--- config.mk ---
export PLATFORM = sky130hd
export DESIGN_NAME = bp_fe_fetch_replay_buffer
export DESIGN_NICKNAME = d
export VERILOG_FILES = /design/src/rtl/bp_fe_fetch_replay_buffer.sv
export SDC_FILE = /design/constraint.sdc
export NUM_CORES = 1
export LEC_CHECK = 0
export CAP_MARGIN = 20
export CORE_ASPECT_RATIO = 0.9
export CORE_UTILIZATION = 45
export CTS_CLUSTER_DIAMETER = 200
export DETAILED_ROUTE_END_ITERATION = 8
export PLACE_DENSITY = 0.75
export SLEW_MARGIN = 15
export SYNTH_ARGS = -nofsm -noshare
export SYNTH_HDL_FRONTEND = slang
export SYNTH_SLANG_ARGS = --single-unit
--- constraint.sdc ---
create_clock -name clk_i -period 23.1 [get_ports clk_i]
set_input_delay 2.31 -clock clk_i [delete_from_list [all_inputs] [get_ports clk_i]]
set_output_delay 2.31 -clock clk_i [all_outputs]
set_load 0.01 [all_outputs]
--- src/rtl/bp_fe_fetch_replay_buffer.sv ---
`default_nettype none
// ============================================================================
// Module      : bp_fe_fetch_replay_buffer
// Description : Front-end fetch buffer. I$ hits are queued in a FWFT FIFO for
//               the downstream consumer. An I$ miss is turned into a single
//               replay request, and later responses are dropped until the fill
//               for the replayed address arrives.
// Revision    : 1.0 - initial release
// ============================================================================
module bp_fe_fetch_replay_buffer #(
    parameter int vaddr_width_p = 39,
    parameter int instr_width_p = 32,
    parameter int els_p         = 8
) (
    input  logic                          clk_i,
    input  logic                          reset_n_i,
    input  logic                          flush_i,

    input  logic                          icache_v_i,
    input  logic [vaddr_width_p-1:0]      icache_vaddr_i,
    input  logic [instr_width_p-1:0]      icache_data_i,
    input  logic                          icache_miss_not_data_i,
    output logic                          icache_ready_o,

    output logic                          replay_v_o,
    output logic [vaddr_width_p-1:0]      replay_vaddr_o,
    input  logic                          replay_ready_i,

    output logic                          fetch_v_o,
    output logic [vaddr_width_p-1:0]      fetch_vaddr_o,
    output logic [instr_width_p-1:0]      fetch_instr_o,
    input  logic                          fetch_yumi_i,

    output logic [$clog2(els_p):0]        count_o
);

    localparam int PTR_W = $clog2(els_p);
    localparam int CNT_W = PTR_W + 1;
    localparam logic [CNT_W-1:0] ELS = CNT_W'(els_p);

    typedef enum logic [1:0] {
        RUN  = 2'd0,
        SEND = 2'd1,
        WAIT = 2'd2
    } state_e;

    state_e                   state, state_n;
    logic [PTR_W-1:0]         rd_ptr, wr_ptr;
    logic [CNT_W-1:0]         count;
    logic [vaddr_width_p-1:0] replay_vaddr;
    logic [vaddr_width_p-1:0] mem_vaddr [els_p];
    logic [instr_width_p-1:0] mem_instr [els_p];

    logic full;
    logic accept;
    logic match;
    logic enq;
    logic deq;
    logic capture;

    // Acceptance, FIFO push/pop decisions and replay state transitions.
    always_comb begin
        full           = (count == ELS);
        icache_ready_o = ((state == RUN) && !full) || (state == WAIT);
        accept         = icache_v_i && icache_ready_o;
        match          = (icache_vaddr_i == replay_vaddr);
        deq            = fetch_yumi_i && (count != '0);
        state_n        = state;
        enq            = 1'b0;
        capture        = 1'b0;
        case (state)
            RUN: begin
                if (accept) begin
                    if (icache_miss_not_data_i) begin
                        capture = 1'b1;
                        state_n = SEND;
                    end else begin
                        // Acceptance in RUN already implies not-full.
                        enq = 1'b1;
                    end
                end
            end
            SEND: begin
                if (replay_ready_i) begin
                    state_n = WAIT;
                end
            end
            WAIT: begin
                // Only the response for the replayed address matters here.
                if (accept && match) begin
                    if (icache_miss_not_data_i) begin
                        capture = 1'b1;
                        state_n = SEND;
                    end else if (full) begin
                        // No room for the fill: ask for it again.
                        state_n = SEND;
                    end else begin
                        enq     = 1'b1;
                        state_n = RUN;
                    end
                end
            end
            default: state_n = RUN;
        endcase
    end

    // Control state: flush wins over every other update.
    always_ff @(posedge clk_i or negedge reset_n_i) begin
        if (!reset_n_i) begin
            state        <= RUN;
            rd_ptr       <= '0;
            wr_ptr       <= '0;
            count        <= '0;
            replay_vaddr <= '0;
        end else if (flush_i) begin
            state  <= RUN;
            rd_ptr <= '0;
            wr_ptr <= '0;
            count  <= '0;
        end else begin
            state <= state_n;
            if (capture) begin
                replay_vaddr <= icache_vaddr_i;
            end
            if (enq) begin
                wr_ptr <= wr_ptr + 1'b1;
            end
            if (deq) begin
                rd_ptr <= rd_ptr + 1'b1;
            end
            case ({enq, deq})
                2'b10:   count <= count + 1'b1;
                2'b01:   count <= count - 1'b1;
                default: count <= count;
            endcase
        end
    end

    // Buffer storage; contents are don't-care until written, so no reset.
    always_ff @(posedge clk_i) begin
        if (enq && !flush_i) begin
            mem_vaddr[wr_ptr] <= icache_vaddr_i;
            mem_instr[wr_ptr] <= icache_data_i;
        end
    end

    assign fetch_v_o      = (count != '0);
    assign fetch_vaddr_o  = mem_vaddr[rd_ptr];
    assign fetch_instr_o  = mem_instr[rd_ptr];
    assign replay_v_o     = (state == SEND);
    assign replay_vaddr_o = replay_vaddr;
    assign count_o        = count;

endmodule
`default_nettype wire
==> impl_metrics.toml <==
[run_status]
outcome = "finished clean"

[logic_synthesis]
ys_seq_elements = 619
yosys.area_share.xor_xnor_pct = 1.52
syn_nets = 1157
yosys_warnings = 0
synth_top_family_by_area = "multiplexers"
synth-compound-area-share_pct = 0.602
syn_area_mm2 = 0.0241
yosysTopAreaCell = "edfxtp_1"
yosys.area_share.simple_pct = 1.96
synthAdderAreaFrac_pct = 0.290
synthTopCellsByArea = "edfxtp_1 (71%), mux4_2 (13%), dfrtp_1 (5.3%)"
syn_avg_cell_area_um2 = 22.5
synth_commonest_cells = "edfxtp_1 (568), mux4_2 (142), mux2_2 (101), dfrtp_1 (51), xor2_1 (40)"
yosysUniqueCellTypes = 43
synth_most_common_cell = "edfxtp_1"
synthArstFlopShare_pct = 8.24
ys.flop_type = "edfxtp_1"
synth_cells = 1074
synth_mux_area_share_pct = 18.6
yosysSeqAreaShare_pct = 76.0
synth_edf_count = 568
synth.top_cell.area_share_pct = 70.7

[global_route]
grt_max_degree = 97
track_usage_pct = 19.2
grt_pass1_vias = 12200
antenna_found_initial = 2
grt_pass1_wl_mm = 77.0
gr-total-overflow = 0

[power_and_ir_drop]
combPwrFrac_pct = 22.3
power.density_cell_area_mw_per_mm2 = 102
power_frac_clock_pct = 32.8
cellInternalPower_mw = 2.22
leakage_nw = 9.13
p_sw_mw = 0.737
power_frac_seq_pct = 44.9
ir_worst_vdd_v = 0.0000756
switching_share_pct = 24.9

[detailed_routing]
avgViaCountPerCell = 5.64
drtIter0Drc = 1109
drc = 0
vias = 11500
wirelength_mm = 52.0
first_pass_iters = 5
post_drt_wl_per_cell_um = 25.5
postRouteAntennaNets = 0

[clocking]
clock_latency_ns = 0.60
cts_resized = 0
hold_buffers = 0
cts_buffers = 57
clockBufferDepth = 3
htreeDepth = 2
cts_setup_buffers = 0
tritoncts = "built"
clock-sinks = 619
cts_root_buf = "clkbuf_16"
path_clk_slew_ns = 0.06

[sta]
tightest_slew_ns = 1.14
setup_tns_ns = 0
min_period_over_period_pct = 31.1
fmax_mhz = 139
relSlewSlack_pct = 23.8
finalHoldViolations = 0
rsz0062_at_grt = "no"
fin_crit_ns = 7.19
slew_violations = 0
fin_skew_ns = 0.0156
setup_viol = 0

[setup_path]
cp-start-kind = "input pin"
cp.required_ns = 23.31
path_max_fanout = 63
worstPathArrival_ns = 7.40
critPathKind = "input pin to flop"
end_kind = "flop"
worstRegToRegCells = 7

[place]
port_buffers = 194
dp_hpwl_mm = 29.0
placedCellCount = 1927
gp_congestion = 0.782

[floorplanning]
die_y_um = 222
core-area_mm2 = 0.0530
core.rowCount = 80
initial_core_util_pct = 45.6
dieArea_mm2 = 0.0546
die_x_um = 246
pin_count = 195

[min_path]
min_delay_path_depth = 1
hold_class = "flop to flop"

[finish]
finalNonFillerCells = 2038
drive_above_1_share_pct = 27.9
syn2layout_area_growth_pct = 19.7
fin_nets = 1374

[flow_run]
drv_cap = 0
[path summary, 6_finish.rpt]
check	start	end	slack, ns
setup / recovery	icache_vaddr_i[28]	mem_instr[4][17]$_DFFE_PP_	15.91
hold / removal	replay_vaddr_o[18]$_DFFE_PN0P_	replay_vaddr_o[18]$_DFFE_PN0P_	0.56
setup reg to reg	replay_vaddr_o[28]$_DFFE_PN0P_	mem_instr[4][17]$_DFFE_PP_	17.80
hold reg to reg	replay_vaddr_o[18]$_DFFE_PN0P_	replay_vaddr_o[18]$_DFFE_PN0P_	0.56
max in group asynchronous	reset_n_i	rd_ptr[0]$_DFFE_PN0P_	20.59
min in group asynchronous	reset_n_i	replay_vaddr_o[14]$_DFFE_PN0P_	1.86
[placed cells by master (no fill, tap or decap), drive strengths merged, types with 15 or more instances in the layout]
master | netlist | final
edfxtp | 568 | 568
clkinv | 0 | 15
clkbuf | 28 | 83
mux2 | 111 | 111
mux4 | 142 | 142
clkdlybuf4s50 | 0 | 193
xor2 | 40 | 40
buf | 23 | 16
dfrtp | 51 | 51
[routing by layer]
metal	wire, um	up-vias	part of all wire [%]	track usage, %
li1	-	4910	-	-
met1	21900	6096	42	26.8
met2	25000	411	48	30.1
met3	4190	66	8.1	5.24
met4	914	2	1.8	4.39
met5	11	-	0.021	0
[cell families (layout without fill, tap and decap cells)]
family,count (synthesis),after routing
adders and majority gates,5,5
AOI/OAI and AO/OA,22,22
DFF,619,619
muxes,253,253
and+or+nand+nor,80,80
xor gates and xnor gates,42,42
other,0,2
buffers and inverters,53,318
[metrics by stage]
| step | util, % | hold slack (ns) | worst slack (ns) | cell area, um2 | power (mW) |
|---|---|---|---|---|---|
| global route | 54.5 | 0.578 | 15.80 | 28900 | 3.06 |
| finish | 54.5 | 0.560 | 15.91 | 28900 | 2.96 |
| detailed placement | 50.7 | 0.540 | 15.46 | 26800 | 2.01 |
| global placement | 50.7 | 0.535 | 15.58 | 26800 | 2.00 |
| floorplan | - | 0.570 | 11.52 | 24100 | 1.72 |
| CTS | 54.4 | 0.560 | 16.10 | 28800 | 2.98 |
[power by group through the flow]
stage | clock network (mW) | registers, mW | logic [mW]
floorplan | 0 | 1.34 | 0.383
global placement | 0 | 1.37 | 0.637
detailed placement | 0 | 1.37 | 0.642
CTS | 0.988 | 1.34 | 0.648
global route | 1.02 | 1.33 | 0.702
finish | 0.971 | 1.33 | 0.659
[critical path, cell delays in order]
cell,delay [ns]
clkdlybuf4s50_1,0.66
xor2_1,0.15
nor4_1,0.68
nand4_1,0.47
o31ai_2,0.71
nand2_1,0.31
nor4b_2,1.03
buf_4,0.94
[sequential cells by signal (all words and copies together), names as in the netlist]
register and cells:
mem_instr 256, rd_ptr 3, count_o 4, mem_vaddr 312
state 2, wr_ptr 3, replay_vaddr_o 39
[area by class of cell]
type / count / area [um2]
diodes: 2 / 5.00
clock buffers: 83 / 1700
clock inverters: 24 / 273
fillers: 3842 / 24100
inverters: 2 / 7.51
multi-input cells: 402 / 5580
flip-flops and latches: 619 / 18300
well taps: 697 / 872
repair buffers: 209 / 2100
(Power assumes the default switching activity.)
